<file path="src/rtl/seq_mag_comp.sv">
// Multi-cycle MSB-first magnitude comparator, DIGIT bits per cycle, early exit on first unequal digit.
// Optional macro SEQ_MAG_COMP_SIGNED_EN selects two's-complement comparison via offset-binary capture.
module seq_mag_comp #(
  parameter int WIDTH = 16,
  parameter int DIGIT = 2
) (
  input  logic             clk,
  input  logic             rst,
  input  logic             start,
  input  logic [WIDTH-1:0] x,
  input  logic [WIDTH-1:0] y,
  output logic             busy,
  output logic             done,
  output logic             G,
  output logic             L,
  output logic             E
);

  localparam int NDIG = WIDTH / DIGIT;
  localparam int IW   = (NDIG > 1) ? $clog2(NDIG) : 1;

  typedef enum logic [1:0] {
    S_IDLE,
    S_RUN,
    S_DONE
  } state_t;

  state_t           r_state;
  state_t           w_state_nx;
  logic [WIDTH-1:0] r_xr;
  logic [WIDTH-1:0] r_yr;
  logic [IW-1:0]    r_idx;
  logic             r_g;
  logic             r_l;
  logic             r_e;

  logic [WIDTH-1:0] w_xin;
  logic [WIDTH-1:0] w_yin;
  logic [DIGIT-1:0] w_xd;
  logic [DIGIT-1:0] w_yd;
  logic             w_load;
  logic             w_dec;
  logic             w_set_g;
  logic             w_set_l;
  logic             w_set_e;

`ifdef SEQ_MAG_COMP_SIGNED_EN
  // Flipping the sign bit maps two's complement onto offset binary, so the unsigned digit walk orders signed values.
  localparam logic [WIDTH-1:0] MSB_MASK = WIDTH'(1) << (WIDTH - 1);
  always_comb begin
    w_xin = x ^ MSB_MASK;
    w_yin = y ^ MSB_MASK;
  end
`else
  always_comb begin
    w_xin = x;
    w_yin = y;
  end
`endif

  always_comb begin
    w_xd = r_xr[r_idx*DIGIT +: DIGIT];
    w_yd = r_yr[r_idx*DIGIT +: DIGIT];
  end

  always_ff @(posedge clk or posedge rst) begin
    if (rst) r_state <= S_IDLE;
    else     r_state <= w_state_nx;
  end

  always_comb begin
    w_state_nx = r_state;
    w_load     = 1'b0;
    w_dec      = 1'b0;
    w_set_g    = 1'b0;
    w_set_l    = 1'b0;
    w_set_e    = 1'b0;
    case (r_state)
      S_IDLE: begin
        if (start) begin
          w_load     = 1'b1;
          w_state_nx = S_RUN;
        end
      end
      S_RUN: begin
        if (w_xd > w_yd) begin
          w_set_g    = 1'b1;
          w_state_nx = S_DONE;
        end else if (w_xd < w_yd) begin
          w_set_l    = 1'b1;
          w_state_nx = S_DONE;
        end else if (r_idx == '0) begin
          w_set_e    = 1'b1;
          w_state_nx = S_DONE;
        end else begin
          w_dec      = 1'b1;
        end
      end
      S_DONE: begin
        if (start) begin
          w_load     = 1'b1;
          w_state_nx = S_RUN;
        end else begin
          w_state_nx = S_IDLE;
        end
      end
      default: w_state_nx = S_IDLE;
    endcase
  end

  always_ff @(posedge clk or posedge rst) begin
    if (rst) begin
      r_xr  <= '0;
      r_yr  <= '0;
      r_idx <= '0;
      r_g   <= 1'b0;
      r_l   <= 1'b0;
      r_e   <= 1'b0;
    end else begin
      if (w_load) begin
        r_xr  <= w_xin;
        r_yr  <= w_yin;
        r_idx <= IW'(NDIG - 1);
        r_g   <= 1'b0;
        r_l   <= 1'b0;
        r_e   <= 1'b0;
      end else begin
        if (w_dec)   r_idx <= r_idx - IW'(1);
        if (w_set_g) r_g   <= 1'b1;
        if (w_set_l) r_l   <= 1'b1;
        if (w_set_e) r_e   <= 1'b1;
      end
    end
  end

  always_comb begin
    busy = (r_state == S_RUN);
    done = (r_state == S_DONE);
    G    = r_g;
    L    = r_l;
    E    = r_e;
  end

endmodule

</file>
<file path="config.mk">
export PLATFORM = sky130hd
export DESIGN_NAME = seq_mag_comp
export DESIGN_NICKNAME = d
export VERILOG_FILES = /design/src/rtl/seq_mag_comp.sv
export SDC_FILE = /design/constraint.sdc
export NUM_CORES = 1
export LEC_CHECK = 0
export BUFFER_PORTS_ARGS = -buffer_cell sky130_fd_sc_hd__buf_2
export CORE_MARGIN = 10
export CORE_UTILIZATION = 34
export DETAILED_ROUTE_END_ITERATION = 8
export HOLD_SLACK_MARGIN = 0.08
export SETUP_SLACK_MARGIN = 0.5
export SLEW_MARGIN = 15
export SYNTH_ARGS = -nofsm -noshare
export SYNTH_HDL_FRONTEND = slang
export SYNTH_SLANG_ARGS = --single-unit
</file>
<file path="constraint.sdc">
create_clock -name clk -period 4.03 [get_ports clk]
set_clock_uncertainty 0.2 [all_clocks]
set_input_delay 0 -clock clk [delete_from_list [all_inputs] [get_ports clk]]
set_output_delay 0 -clock clk [all_outputs]
set_load 0.1 [all_outputs]
</file>
# Yosys cells after proc, flatten, opt, wreduce, memory -nomap -nowiden
# Index checks and enable logic that the tools add are counted.
# totals
word_cells	53
register_bits	40
output_inout_bits	5
in_bits	35
# op_classes
reduce_logical	8
n_lt_le_gt_ge	2
n_eq_ne	4
muxes	29
add_sub_neg	1
shift	2
# op_table
op	n
indexed part select 16 x 5 -> 2 bit	2
2-to-1 mux 1 bit	22
2-to-1 mux 2 bit	4
nonzero test 2 bit	4
2-to-1 mux 3 bit	2
case mux 2 bit (3 select lines)	1
!= test 4 x 1 -> 1 bit, second input constant	1
logical NOT 3 bit	1
subtractor 3 x 1 -> 3 bit, second input constant	1
== test 2 x 1 -> 1 bit, second input constant	1
== test 2 bit, second input constant	1
greater-than comparator 2 bit	1
logical NOT 2 bit	1
less-than comparator 2 bit	1
!= test 2 bit, second input constant	1
AND reduction 2 bit	1
OR reduction 2 bit	1

# Depth between registers and ports, before layout
# Gate-level depths: netlist (run 1).
# logic_depth
depth_word	7
mapped_depth	8
depth_no_buf	7

# Worst setup path after synthesis (run 1)
# Ideal clock, no wire load.
# synth_path
path_type	reg2reg
startpoint	reg r_idx[1]
endpoint	reg r_idx[0]
path_stages_with_launch	9
n_path_buf	1
slack_ns	1.813
t_arrival_ns	1.890
period_less_slack_ns	2.217
required_ns	3.703
path_cell_list	dfrtp_1 buf_6 mux4_1 nand2_1 nand2_1 ha_1 and2_1 nand4_1 mux2i_1
# synth_via
elab_chain_cells	6
elab_cells_between_ends	10
cone_classes	order compare: 2; shift: 2; mux: 4; reduce/logical: 2
# synth_rtl
element	line_no	text
from (decl)	32	logic [IW-1:0] r_idx;
from (signal assigned)	123	r_idx <= IW'(NDIG - 1);
from (signal assigned)	128	if (w_dec) r_idx <= r_idx - IW'(1);
indexed part select 16 x 5 -> 2 bit (tied with other cells)	62	w_xd = r_xr[r_idx*DIGIT +: DIGIT];
less-than comparator 2 bit or 2-to-1 mux 1 bit (tied branches)	89, 92	
2-to-1 mux 1 bit	89	end else if (w_xd < w_yd) begin
2-to-1 mux 1 bit (*)	86	if (w_xd > w_yd) begin
2-to-1 mux 1 bit (*)	78	case (r_state)
nonzero test 2 bit (no line) (*)	--	
# Mark *: on every way between the ends. The rest lies on a longest branch, timed or not.
# A chain may end at the register's enable or synchronous reset.

# Worst setup path after layout (run 1)
# Same ends and word-level chain as after synthesis.

==> flow_summary.json, run 1 <==
{
  "status": "completed",
  "detail_route.iter0.violations": 115,
  "hold_viol_final": 0,
  "arrival_ns": 2.57,
  "drtPass1Iterations": 4,
  "antenna_found_initial": 0,
  "synth_nets": 238,
  "seq_area_frac_synth_pct": 53.02,
  "worstSkewPairLatency_ns": 0.29,
  "power_density_nw_per_um2": 681.5,
  "routabilityCongestion": 0.8158,
  "synthToLayoutAreaGrowth_pct": 48.51,
  "synth_warnings": 0,
  "antenna_left": 0,
  "wirelength_um": 4395,
  "relSlewSlack_pct": 66.00,
  "cts-root-buf": "clkbuf_8",
  "overflow": 0,
  "dpl.hpwl_um": 2862,
  "finalSetupViolations": 0,
  "final.setup.tns_ns": 0,
  "synth_edf_count": 0,
  "met2_length_um": 2113,
  "htree_levels": 2,
  "synth_cell_type_count": 18,
  "post-route-period-util_pct": 64.49,
  "ir_drop_mv": 0.3662,
  "grt_first_pass_wirelength_um": 7935,
  "grt_setup_unrepaired": "false",
  "cts_tree": "built",
  "final_max_slew_viol_count": 0,
  "synthFlopType": "dfrtp_1",
  "die_h_um": 94.52,
  "layout.nets": 330,
  "cp_cell_sequence": "mux4_1 > nand2_1 > nand2_1 > ha_1 > and2_1 > nand4_1 > mux2i_1",
  "synth_seq_cells": 40,
  "via_per_inst": 4.324,
  "avgSynthCellArea_um2": 9.488,
  "worstPathRequired_ns": 4.00,
  "crit_type": "reg -> reg",
  "finalPower_w": 0.001911,
  "start_kind": "flop",
  "grt_max_degree": 41,
  "synth_area_leaders": "dfrtp_1 (53%), nand2_1 (21%), mux4_1 (5.6%)",
  "synthArstFlopShare_pct": 100.0,
  "fp-row-count": 27,
  "cts_resized": 0,
  "leakagePower_nw": 1.490,
  "crit_path_max_fanout": 10,
  "clkSinkCount": 40,
  "start_util_pct": 34.71,
  "endpoint_kind": "flop",
  "portBuffers": 39,
  "synth.most_common_cell": "nand2_1",
  "ctsLongestPathBuffers": 2,
  "hp-class": "in -> async",
  "cp_slowest_stage_delay_ns": 0.66,
  "num-fill-cells": 501,
  "wl_met3_um": 211,
  "die-width_um": 94.52,
  "maxCapViolCount": 0,
  "fin_crit_ns": 2.599,
  "drive_above_1_share_pct": 18.84,
  "clkTransAtPathRegs_ns": 0.08,
  "stdcell_area_um2": 2804,
  "critPathMostFrequentCell": "nand2_1",
  "post_dp_cell_area_um2": 2137,
  "syn_inst": 199,
  "tightestPinTransition_ns": 0.5100,
  "num_antenna_cells": 0,
  "cpMaxStageDelayCell": "dfrtp_1",
  "top_layer_used": "met4",
  "synth_area_um2": 1888,
  "cts_buffers": 5,
  "grt_pass1_vias": 1713,
  "yosysTopAreaCell": "dfrtp_1",
  "grt.total_usage_pct": 11.05,
  "routedWlPerCell_um": 12.07,
  "synth_top_cell_area_share_pct": 53.02,
  "coreArea_um2": 5439,
  "remaining_drc_errors": 0,
  "dieArea_um2": 8934,
  "io_pins": 40,
  "ys_top_cells_by_count": "nand2_1 (105), dfrtp_1 (40), buf_2 (10)",
  "vias": 1574,
  "maxClockFrequency_ghz": 0.3848,
  "wl_met1_um": 2017
}
kinds of logic (layout without fill, tap and decap cells):
logic type	count (synthesis)	in the layout	share of synthesized area [%]
adder cells (fa/ha/maj)	4	4	2.651
AND/OR/NAND/NOR	123	123	26.04
AO/OA/AOI/OAI	4	4	1.259
multiplexers	13	13	12.99
buffers and inverters	15	108	4.042
flip-flops	40	40	53.02
per-layer routing:
layer  track usage, %  vias to the layer above
li1                 -                      815
met3            3.648                        7
met4            3.367                        0
met2            17.45                       29
met1            14.05                      723
met5                0                        -
flip-flops by register name (all words and copies together) (netlist names):
register	count
r_xr	16
r_yr	16
r_idx	3
r_state	2
E	1
G	1
L	1
what timing repair did:
item / CTS / global route
hold buffers: 54 / 0
hold endpoints to repair: 73 / 0
setup buffers: 0 / 0
cell type report:
type,instances,area [µm²],share of cell area [%]
sequential,40,1001,35.70
timing repair buffer,96,758.2,27.04
clock inverter,1,30.03,1.071
multi-input combinational,144,813.3,29.00
inverter,4,15.01,0.5355
clock buffer,7,96.34,3.436
tap,72,90.09,3.213
power by group:
part / internal (W) / total [W] / switching [W]
Sequential: 0.000573 / 0.000691 / 0.000118
Combinational: 0.000420 / 0.000864 / 0.000444
Clock: 0.000219 / 0.000356 / 0.000138
stage by stage:
stage          setup slack [ns]  util [%]  hold WS [ns]  cells
2_1_floorplan             1.813         -      -0.09456    199
3_3_place_gp              1.516     39.29      -0.05095    302
3_5_place_dp              1.427     39.29      -0.04623    302
4_1_cts                   1.414     51.55        0.1870    364
5_1_grt                   1.259     51.55        0.2246    364
6_report                  1.431     51.55        0.1669    364
layout by cell type (no fill, tap or decap), types with 3 or more instances in the layout:
cell type and count:
buf_2 39, dfrtp_1 40, mux4_1 4, mux2i_1 5, dlygate4sd3_1 54, mux4_2 4, nand2b_1 4, nor2_1 5
nand2_1 105, ha_1 4, inv_1 4, clkbuf_8 7, buf_4 3
path summary, 6_finish.rpt:
kind / startpoint / endpoint / slack (ns) / cells past startpoint
min in group clk: x[6] / r_xr[6]$_DFFE_PP0P_ / 0.22 / 4
max in group asynchronous: rst / r_yr[6]$_DFFE_PP0P_ / 3.11 / 4
min reg2reg: r_xr[7]$_DFFE_PP0P_ / r_xr[7]$_DFFE_PP0P_ / 0.28 / 2
max: r_idx[1]$_DFFE_PP0P_ / r_idx[0]$_DFFE_PP0P_ / 1.43 / 7
max reg2reg: r_idx[1]$_DFFE_PP0P_ / r_idx[0]$_DFFE_PP0P_ / 1.43 / 7
min: rst / r_state[0]$_DFFE_PP0P_ / 0.17 / 4
worst max-delay path, delay by kind of cell, from the launching register on:
family,cells,cell delay [ns]
flops,1,0.66
simple gates,4,0.54
fa+ha+maj,1,0.29
mux,2,0.78
(Power assumes the default switching activity.)
==> run 2, diff against run 1 <==
clock period = 2.1 ns   (was 4.03 ns; I/O delays follow)
==> flow_summary.json, run 2 (synthesis results as in run 1) <==
{
  "top_layer_used": "met4",
  "post_dp_cell_area_um2": 2165,
  "fp-row-count": 27,
  "grt_setup_unrepaired": "true",
  "overflow": 0,
  "post-route-period-util_pct": 110.4,
  "io_pins": 40,
  "wl_met1_um": 2031,
  "portBuffers": 39,
  "grt_max_degree": 41,
  "arrival_ns": 2.34,
  "wirelength_um": 4396,
  "antenna_found_initial": 0,
  "num_antenna_cells": 0,
  "worstSkewPairLatency_ns": 0.29,
  "crit_buf_inv": 1,
  "via_per_inst": 4.466,
  "met2_length_um": 2034,
  "final_max_slew_viol_count": 0,
  "placed_cells": 307,
  "vias": 1572,
  "maxClockFrequency_ghz": 0.4314,
  "reg.largest.list": "r_xr (16), r_yr (16), r_idx (3)",
  "hp-class": "in -> async",
  "relSlewSlack_pct": 65.57,
  "hold_viol_final": 0,
  "dpl.hpwl_um": 2884,
  "instances_no_fill": 352,
  "cts-root-buf": "clkbuf_8",
  "leakagePower_nw": 1.407,
  "ir_drop_mv": 0.7676,
  "grt.total_usage_pct": 10.36,
  "worstPathRequired_ns": 2.12,
  "setup_ws_ns": -0.2180,
  "power_density_nw_per_um2": 1401,
  "coreArea_um2": 5439,
  "endpoint_kind": "flop",
  "drtPass1Iterations": 4,
  "htree_levels": 2,
  "layout.nets": 318,
  "finalPower_w": 0.003767,
  "stdcell_area_um2": 2689,
  "cts_buffers": 5,
  "antenna_left": 0,
  "die_h_um": 94.52,
  "drive_above_1_share_pct": 27.86,
  "wl_met3_um": 272,
  "crit_type": "reg -> reg",
  "cp_cell_sequence": "buf_6 > mux4_2 > mux2i_4 > ha_4 > and2_4 > nand4_1 > mux2i_1",
  "cpMaxStageDelayCell": "mux4_2",
  "cts_tree": "built",
  "ctsLongestPathBuffers": 2,
  "start_util_pct": 34.71,
  "remaining_drc_errors": 0,
  "status": "finished with violations",
  "tightestPinTransition_ns": 0.5164,
  "maxCapViolCount": 0,
  "start_kind": "flop",
  "grt_pass1_vias": 1629,
  "fin_crit_ns": 2.318,
  "clkSinkCount": 40,
  "routabilityCongestion": 0.8066,
  "grt_first_pass_wirelength_um": 7500,
  "fin_util_pct": 49.44,
  "dieArea_um2": 8934,
  "crit_path_max_fanout": 5,
  "detail_route.iter0.violations": 69,
  "cp_top_family": "multiplexers",
  "clkTransAtPathRegs_ns": 0.08,
  "violations": "setup timing",
  "synthToLayoutAreaGrowth_pct": 42.41,
  "final_cell_mix": "nand2_1 (103), dfrtp_1 (40), buf_2 (38)",
  "routedWlPerCell_um": 12.49,
  "finalSetupViolations": 8,
  "cp_slowest_stage_delay_ns": 0.54,
  "die-width_um": 94.52,
  "mostFrequentLayoutCell": "nand2_1"
}
## run 2: changes by cell type in the layout (fill, tap and decap cells not counted), moves of 3 or more
cell	before	now
buf_4	3	9
mux4_1	4	0
mux4_2	4	8
buf_6	0	3
dlygate4sd3_1	54	34
## run 2: through the flow
step	setup slack, ns	hold slack (ns)	setup TNS [ns]
2_1_floorplan	-0.02361	-0.09456	-0.04721
3_3_place_gp	-0.1137	-0.04697	-0.3552
3_5_place_dp	-0.2163	-0.04743	-0.8081
4_1_cts	-0.2127	0.1895	-0.9339
5_1_grt	-0.3058	0.2232	-1.626
6_report	-0.2180	0.1653	-1.029
## run 2: final cells by class
class                   count  area (µm²)
fillers                   527        2750
flip-flops and latches     40        1001
multi-input cells         144       858.3
repair buffers             84       631.9
well taps                  72       90.09
clock buffers               6       82.58
inverters                   4       15.01
clock inverters             2       10.01
## run 2: tightest hold or removal path, cell delays in order
cell	delay, ns
dlygate4sd3_1	0.53
buf_2	0.12
inv_1	0.04
buf_4	0.42
## run 2: path summary, 6_finish.rpt
check                                     start                endpoint  slack (ns)  cells past startpoint
max                        r_idx[1]$_DFFE_PP0P_    r_idx[1]$_DFFE_PP0P_       -0.22                      7
min                                         rst  r_state[1]$_DFFE_PP0P_        0.17                      4
max reg2reg                r_idx[1]$_DFFE_PP0P_    r_idx[1]$_DFFE_PP0P_       -0.22                      7
min reg2reg                r_yr[11]$_DFFE_PP0P_    r_yr[11]$_DFFE_PP0P_        0.28                      2
max in group asynchronous                   rst     r_yr[2]$_DFFE_PP0P_        1.17                      4
min in group clk                          y[12]    r_yr[12]$_DFFE_PP0P_        0.23                      4
## run 2: timing repair
item	4_1_cts	5_1_grt
endpoints found under the setup margin	9	9
cloned	0	0
hold endpoints to repair	73	0
resized for setup	6	9
pin swaps	4	4
hold buffers	34	0
buffers inserted	2	1
## run 2: power by group
group	internal [W]	total (W)	switching, W
Clock	0.000262	0.000530	0.000268
Sequential	0.00110	0.00130	0.000199
Combinational	0.000930	0.00194	0.00101
Total	0.00229	0.00377	0.00147
## run 2: layer usage
layer / global-route usage (%) / vias to the layer above
met3: 3.886 / 6
met5: 0 / -
met2: 15.50 / 37
met1: 13.53 / 736
li1: - / 793
met4: 3.367 / 0
==> run 3, diff against run 2 <==
==> constraint.sdc (replaced) <==
create_clock -name clk -period 2.1 [get_ports clk]
set_clock_uncertainty 0.2 [all_clocks]
set_input_delay 0.105 -clock clk [delete_from_list [all_inputs] [get_ports clk]]
set_output_delay 0.105 -clock clk [all_outputs]
set_load 0.1 [all_outputs]
==> flow_summary.json, run 3 (synthesis results as in run 1) <==
{
  "status": "finished with violations",
  "violations": "setup timing",
  "grt.total_usage_pct": 10.29,
  "num-fill-cells": 507,
  "mostFrequentLayoutCell": "nand2_1",
  "crit_path_max_fanout": 5,
  "final_cell_mix": "nand2_1 (103), dfrtp_1 (40), buf_2 (37)",
  "num_antenna_cells": 0,
  "start_util_pct": 34.71,
  "coreArea_um2": 5439,
  "final_max_slew_viol_count": 0,
  "overflow": 0,
  "detail_route.iter0.violations": 31,
  "worstSkewPairLatency_ns": 0.28,
  "leakagePower_nw": 1.402,
  "hp-class": "in -> reg",
  "clkTransAtPathRegs_ns": 0.08,
  "portBuffers": 39,
  "grt_pass1_vias": 1670,
  "antenna_left": 0,
  "antenna_found_initial": 0,
  "crit_type": "reg -> reg",
  "power_density_nw_per_um2": 1422,
  "finalPower_w": 0.003838,
  "min_to": "r_state[0]$_DFFE_PP0P_",
  "r2r_setup_slack_ns": -0.19,
  "ctsLongestPathBuffers": 2,
  "worstPathRequired_ns": 2.11,
  "endpoint_kind": "flop",
  "stdcell_area_um2": 2699,
  "hold_viol_final": 0,
  "via_per_inst": 4.375,
  "vias": 1540,
  "r2r_end": "r_idx[1]$_DFFE_PP0P_",
  "relSlewSlack_pct": 66.19,
  "wirelength_um": 4236,
  "grt_max_degree": 41,
  "cts-root-buf": "clkbuf_8",
  "drive_above_1_share_pct": 27.50,
  "drtPass1Iterations": 4,
  "remaining_drc_errors": 0,
  "grt_first_pass_wirelength_um": 7590,
  "r2r-start": "r_idx[1]$_DFFE_PP0P_",
  "setup_ws_ns": -0.1943,
  "io_pins": 40,
  "ir_drop_mv": 0.7057,
  "dpl.hpwl_um": 2834,
  "whs_ns": 0.1309,
  "hold_depth": 4,
  "htree_levels": 2,
  "layout.nets": 318,
  "maxCapViolCount": 0,
  "cts_tree": "built",
  "final.setup.tns_ns": -1.047,
  "post_dp_cell_area_um2": 2165,
  "clkSinkCount": 40,
  "finalSetupViolations": 8,
  "routabilityCongestion": 0.8150,
  "arrival_ns": 2.31,
  "post-route-period-util_pct": 109.3,
  "reg.largest.list": "r_xr (16), r_yr (16), r_idx (3)",
  "min_from": "start",
  "die-width_um": 94.52,
  "routedWlPerCell_um": 12.03,
  "grt_setup_unrepaired": "true",
  "dieArea_um2": 8934,
  "start_kind": "flop",
  "fp-row-count": 27,
  "reg2reg_depth": 7,
  "fin_crit_ns": 2.294,
  "die_h_um": 94.52,
  "tightestPinTransition_ns": 0.5072,
  "cts_buffers": 5,
  "synthToLayoutAreaGrowth_pct": 42.94,
  "maxClockFrequency_ghz": 0.4359
}
## run 3: cell types whose count changed in the layout (fill, tap and decap cells not counted), sizes merged
cell	before	now
clkbuf	6	7
clkinvlp	0	2
dlygate4sd3	34	33
clkinv	2	0
## run 3: worst max-delay path, cell delays in order (launching register included)
cell and delay (ns):
dfrtp_1 0.38, buf_6 0.14, mux4_2 0.53, mux2i_4 0.21
ha_4 0.24, and2_4 0.14, nand4_1 0.17, mux2i_1 0.20
## run 3: timing repair
item                                    in CTS  in global routing
gates resized for setup                      6                 10
hold endpoints to repair                    72                  0
pin swaps                                    6                  9
hold buffers                                33                  0
setup buffers                                4                  0
endpoints found under the setup margin       9                 10
cloned                                       0                  0
## run 3: final cells by class
type	count	area, µm²	share of cell area, %
sequential	40	1001	37.09
multi-input combinational	144	855.8	31.71
timing repair buffer	84	639.4	23.69
tap	72	90.09	3.338
clock buffer	6	82.58	3.060
clock inverter	2	15.01	0.5563
inverter	4	15.01	0.5563
## run 3: how the worst max path moves through the flow
stage	start	end	slack (ns)	cells after the start
floorplan	r_idx[1]$_DFFE_PP0P_	r_idx[0]$_DFFE_PP0P_	-0.02	8
global placement	r_idx[1]$_DFFE_PP0P_	r_idx[1]$_DFFE_PP0P_	-0.11	7
detailed placement	r_idx[1]$_DFFE_PP0P_	r_idx[0]$_DFFE_PP0P_	-0.16	8
CTS	r_idx[1]$_DFFE_PP0P_	r_idx[1]$_DFFE_PP0P_	-0.17	7
global route	r_idx[1]$_DFFE_PP0P_	r_idx[1]$_DFFE_PP0P_	-0.30	8
finish	r_idx[1]$_DFFE_PP0P_	r_idx[1]$_DFFE_PP0P_	-0.19	7
## run 3: through the flow
step | std cells | setup WS [ns] | util, %
5_1_grt | 352 | -0.2995 | 49.62
4_1_cts | 352 | -0.1729 | 48.68
6_report | 352 | -0.1943 | 49.62
2_1_floorplan | 199 | -0.02361 | -
3_5_place_dp | 307 | -0.1606 | 39.80
3_3_place_gp | 307 | -0.1125 | 39.80
## run 3: layer usage
layer / global-route usage (%) / wire [µm]
met1: 13.32 / 2132
met2: 16.19 / 1820
met3: 3.648 / 255
met4: 2.244 / 28
met5: 0 / 0
## run 3: power by group
| group | switching [W] | total, W | internal, W |
|---|---|---|---|
| clock network | 0.000264 | 0.000530 | 0.000266 |
| logic | 0.00102 | 0.00201 | 0.000998 |
| registers | 0.000194 | 0.00129 | 0.00110 |
| total | 0.00147 | 0.00384 | 0.00236 |
